`src/rtl/quotient_bcd_encoder.sv`:
```
// Serial quotient to excess-3 decimal encoder.
// Double-dabble conversion, MSD-first digit stream with range flag.
module quotient_bcd_encoder #(
  parameter int QW = 10,
  parameter int ND = 3
) (
  input  logic       clk,
  input  logic       rst_n,
  input  logic       in_valid,
  input  logic       in_data,
  output logic       out_valid,
  output logic [3:0] out_data,
  output logic       out_err
);

  localparam int BW = 4 * ND;
  localparam int CW = $clog2(QW + 1);
  localparam int OW = $clog2(ND + 1);
  localparam int unsigned MAXV = 10 ** ND;

  typedef enum logic [1:0] {
    S_IDLE,
    S_IN,
    S_CONV,
    S_OUT
  } state_t;

  state_t          state;
  logic [QW-1:0]   sh_q;
  logic [BW-1:0]   bcd_q;
  logic [CW-1:0]   cnt;
  logic [OW-1:0]   out_cnt;
  logic            err_q;

  logic [BW-1:0]    bcd_adj;
  logic [BW+QW-1:0] dd_cat;
  logic [3:0]       digit;
  logic             over;

  // Add-3 correction on every BCD nibble that would overflow on doubling
  always_comb begin
    bcd_adj = bcd_q;
    for (int i = 0; i < ND; i++) begin
      if (bcd_q[4*i +: 4] >= 4'd5)
        bcd_adj[4*i +: 4] = bcd_q[4*i +: 4] + 4'd3;
    end
  end

  // One double-dabble step; the bit leaving the BCD MSB is dropped
  assign dd_cat = {bcd_adj, sh_q} << 1;

  // Range flag taken from the raw binary quotient
  assign over = (32'(sh_q) >= 32'(MAXV));

  // Select the digit being emitted, most significant first
  always_comb begin
    digit = 4'd0;
    for (int i = 0; i < ND; i++) begin
      if (out_cnt == OW'(i))
        digit = bcd_q[4*(ND-1-i) +: 4];
    end
  end

  // Frame capture, conversion and output sequencing
  always_ff @(posedge clk or negedge rst_n) begin
    if (!rst_n) begin
      state     <= S_IDLE;
      sh_q      <= '0;
      bcd_q     <= '0;
      cnt       <= '0;
      out_cnt   <= '0;
      err_q     <= 1'b0;
      out_valid <= 1'b0;
      out_data  <= 4'd0;
      out_err   <= 1'b0;
    end else begin
      out_valid <= 1'b0;
      out_data  <= 4'd0;
      out_err   <= 1'b0;
      unique case (state)
        S_IDLE: begin
          if (in_valid) begin
            sh_q    <= QW'(in_data);
            bcd_q   <= '0;
            err_q   <= 1'b0;
            cnt     <= CW'(1);
            out_cnt <= '0;
            state   <= S_IN;
          end
        end
        S_IN: begin
          if (in_valid) begin
            sh_q <= {sh_q[QW-2:0], in_data};
            if (cnt == CW'(QW - 1)) begin
              cnt   <= '0;
              state <= S_CONV;
            end else begin
              cnt <= cnt + CW'(1);
            end
          end else begin
            sh_q  <= '0;
            cnt   <= '0;
            state <= S_IDLE;
          end
        end
        S_CONV: begin
          if (cnt == '0)
            err_q <= over;
          {bcd_q, sh_q} <= dd_cat;
          if (cnt == CW'(QW - 1)) begin
            cnt     <= '0;
            out_cnt <= '0;
            state   <= S_OUT;
          end else begin
            cnt <= cnt + CW'(1);
          end
        end
        S_OUT: begin
          if (out_cnt == OW'(ND)) begin
            out_cnt <= '0;
            state   <= S_IDLE;
          end else begin
            out_valid <= 1'b1;
            out_err   <= err_q;
            out_data  <= err_q ? 4'd0 : digit + 4'd3;
            out_cnt   <= out_cnt + OW'(1);
          end
        end
        default: state <= S_IDLE;
      endcase
    end
  end

endmodule

```
`config.mk`:
```
export PLATFORM = sky130hd
export DESIGN_NAME = quotient_bcd_encoder
export DESIGN_NICKNAME = d
export VERILOG_FILES = /design/src/rtl/quotient_bcd_encoder.sv
export SDC_FILE = /design/constraint.sdc
export NUM_CORES = 1
export LEC_CHECK = 0
export CAP_MARGIN = 20
export CORE_ASPECT_RATIO = 0.6
export CORE_MARGIN = 2
export CORE_UTILIZATION = 60
export CTS_CLUSTER_DIAMETER = 80
export DETAILED_ROUTE_END_ITERATION = 7
export GPL_ROUTABILITY_DRIVEN = 0
export PLACE_DENSITY_LB_ADDON = 0.1
export SLEW_MARGIN = 15
export SYNTH_ARGS = -nofsm -noshare
export SYNTH_HDL_FRONTEND = slang
export SYNTH_SLANG_ARGS = --single-unit
```
`constraint.sdc`:
```
create_clock -name clk -period 2.6 [get_ports clk]
set_input_delay 0.52 -clock clk [delete_from_list [all_inputs] [get_ports clk]]
set_output_delay 0.52 -clock clk [all_outputs]
set_load 0.05 [all_outputs]
```
==> results.py <==
metrics = {
    "critical_path": {
        "critical_path_peak_fanout": 1,
        "timing.critical_path.to_type": "output pin",
        "critPathMaxStageDelay_ns": 0.81,
        "data_arrival_time_of_the_critical_path_ns": 1.44,
        "worstSetupStartpointType": "flop",
        "required_arrival_time_at_the_worst_endpoint_ns": 2.08,
        "critical_path_class": "reg -> out",
        "timing.critical_path.buf_inv": 1,
        "timing.critical_path.cells": "clkdlybuf4s50_1",
        "timing.critical_path.max_delay_family": "buffers and inverters",
        "critical-path-slowest-cell": "clkdlybuf4s50_1",
    },
    "die": {
        "placement_rows": 16,
        "floorplan.die_area_sq_um": 3990,
        "die-width_um": 80.2,
        "design.core.area_sq_um": 3300,
        "die_height_um": 49.7,
        "io-pin-count": 10,
        "starting_density_of_the_core_pct": 63.3,
    },
    "synthesis": {
        "postSynthCellCount": 197,
        "synth-seq-area-share_pct": 44.3,
        "synth_fp_nets": 221,
        "synth_warnings": 0,
        "post_synth_instance_area_sq_um": 2090,
        "syn_area_per_cell_sq_um": 10.6,
        "postSynthRegisterBits": 37,
        "yosys.cell_types.count": 42,
    },
    "layout": {
        "fraction_of_final_layout_cells_sized_beyond_drive_strength_1_pct": 10.5,
        "area_delta_synth_final_pct": 11.8,
        "finalInstanceArea_sq_um": 2340,
        "insertedDiodeCount": 0,
        "final_cell_count_no_fill": 255,
        "finalCoreUtilization_pct": 70.8,
        "final_net_count": 233,
    },
    "cts": {
        "clock_tree_from_tritoncts": "done",
        "cts.clk_slew.worst_paths_ns": 0.08,
        "cts_hold_buf": 0,
        "postCtsResizedCells": 0,
        "post-cts-setup-buffer-count": 0,
        "clock_tree.root_cell": "clkbuf_8",
        "insertion_delay_to_the_later_sink_of_the_worst_skew_pair_ns": 0.29,
        "cts.sinks": 37,
        "cts-htree-levels": 2,
        "clockBufferDepth": 2,
        "numCtsBuffers": 5,
    },
    "sta": {
        "fin_crit_ns": 1.96,
        "timing.final.crit_share_pct": 75.4,
        "hold_violations": 0,
        "worst-slew-pin-transition_ns": 0.560,
        "worst_slack_ns": 0.641,
        "finalSetupTns_ns": 0,
        "rsz0062_at_grt": "no",
        "finalClockSkew_ns": 0.00556,
        "slew_headroom_pct": 61.6,
        "timing.final.max_slew_violations": 0,
        "worst_hold_slack_ns": 0.487,
        "setup-violations-final": 0,
        "achievable-frequency_mhz": 510,
    },
    "drt": {
        "count_of_nets_left_with_antenna_violations_after_detail_routing": 0,
        "drt_pre_antenna_iters": 4,
        "route.detailed.wl_per_inst_um": 16.8,
        "vias": 1526,
        "post-route-drc-count": 0,
        "avgViaCountPerCell": 5.98,
        "postRouteWirelength_mm": 4.28,
        "detail_route.iter0.violations": 124,
    },
    "power_and_ir_drop": {
        "power_per_cell_area_nw_per_um2": 875,
        "report.power.total_mw": 2.05,
        "power.leakage_nw": 1.06,
        "power.ir.vdd_worst_mv": 0.629,
    },
    "global_routing": {
        "grt_use_total_pct": 25.6,
        "grt_start_max_net_pins": 38,
        "grt_overflow_total": 0,
        "grt_antenna_before_repair": 0,
        "grt_first_pass_wirelength_mm": 7.58,
        "grt_pass1_vias": 1527,
    },
    "placed_design": {
        "dpl.cell_count": 247,
        "dpl_cell_area_sq_um": 2200,
        "detailedPlace.worstSlack_ns": 0.558,
        "hpwlAfterDp_mm": 3.09,
        "port_buffers": 9,
    },
    "job": {
        "max_cap_viol_count": 0,
    },
    "outcome": {
        "run_status": "finished clean",
    },
    "hold_path": {
        "worstHoldPathType": "reg -> reg",
    },
}
==> cells in the final DEF (no fill, tap or decap), types with 3 or more instances in the layout <==
| cell | netlist | layout |
|---|---|---|
| clkdlybuf4s50_1 | 0 | 9 |
| mux2_2 | 4 | 4 |
| and2_1 | 4 | 4 |
| xnor2_1 | 3 | 3 |
| inv_1 | 15 | 15 |
| nand2b_1 | 7 | 7 |
| nor2_1 | 6 | 6 |
| xor2_1 | 3 | 3 |
| clkbuf_8 | 0 | 5 |
| dfrtp_1 | 37 | 37 |
| o21ai_0 | 14 | 14 |
| mux2i_1 | 5 | 5 |
| a21oi_1 | 6 | 6 |
| nand3_1 | 4 | 4 |
| a22o_1 | 10 | 10 |
| o22ai_1 | 3 | 3 |
| nand3b_1 | 4 | 4 |
| nand2_1 | 14 | 14 |
| ha_1 | 20 | 20 |
==> area by class of cell <==
cell class | instances | area [sq um]
tap | 45 | 56.3
fill | 248 | 963
clock buffer | 5 | 68.8
clock inverter | 3 | 68.8
timing repair buffer | 10 | 97.6
sequential | 37 | 926
inverter | 16 | 60.1
multi-input combinational | 139 | 1060
==> path summary, 6_finish.rpt <==
| kind | slack (ns) | to | from | cells after the start |
|---|---|---|---|---|
| setup reg to reg | 0.74 | out_data[2] | out_cnt[0] | 8 |
| hold / removal | 0.49 | sh_q[0] | sh_q[0] | 2 |
| min in group asynchronous | 0.63 | bcd_q[9] | rst_n | 2 |
| hold reg to reg | 0.49 | sh_q[0] | sh_q[0] | 2 |
| setup / recovery | 0.64 | out_data[3] | out_data[3] | 1 |
| max in group asynchronous | 1.63 | bcd_q[4] | rst_n | 2 |
==> cell families after synthesis <==
kind of cell,share of synthesized area [%]
flip-flops,44.3
AO/OA/AOI/OAI,19.0
AND/OR/NAND/NOR,12.7
adder cells (fa/ha/maj),12.0
multiplexers,4.55
buffers and inverters,4.96
XOR/XNOR,2.51
==> registers in the layout, indices dropped and copies added (netlist names), 2 cells and up, named ones only <==
name and cells:
bcd_q 12, sh_q 10, cnt 4, out_data 4, out_cnt 2
==> synth_stat cells, drive strengths merged <==
cell type  instances  share of area [%]
and2b              1               0.36
a32o               3                1.6
o21a               1               0.36
a22oi              2               0.72
dfrtp             37                 44
o211ai             2               0.72
nand3              4               0.96
mux2               4                2.2
nand2b             9                2.9
a21oi              7                2.2
nand2             15                3.1
xnor2              3                1.3
nor4               2               0.60
a211o              1               0.42
a22o              10                4.2
and2               4                1.2
mux2i              5                2.4
a21boi             1               0.36
nor3               1               0.24
nand3b             4                1.4
xor2               3                1.3
nand4              2               0.60
inv               16                2.9
o31ai              3                1.3
nor2b              1               0.30
buf                5                2.1
o22ai              3               0.90
ha                20                 12
o41ai              1               0.42
nor2               6                1.1
o21ai             16                3.8
a31oi              2               0.60
a211oi             1               0.60
o32ai              2               0.84
==> report_power, final <==
| part | internal (mW) | switching (mW) | leakage (nW) | total, mW |
|---|---|---|---|---|
| combinational | 0.255 | 0.478 | 0.487 | 0.733 |
| sequential | 0.644 | 0.0677 | 0.508 | 0.711 |
| clock | 0.386 | 0.216 | 0.0687 | 0.602 |
| total | 1.28 | 0.762 | 1.06 | 2.05 |
==> layer usage <==
metal / vias to the layer above / GRT usage [%] / part of all wire [%]
met3: 9 / 7.33 / 4.8
li1: 725 / - / -
met2: 46 / 36.0 / 43
met1: 746 / 37.9 / 50
met4: 0 / 9.04 / 1.6
met5: - / 0 / 0
Note: power is estimated with default switching activity, not from simulation.
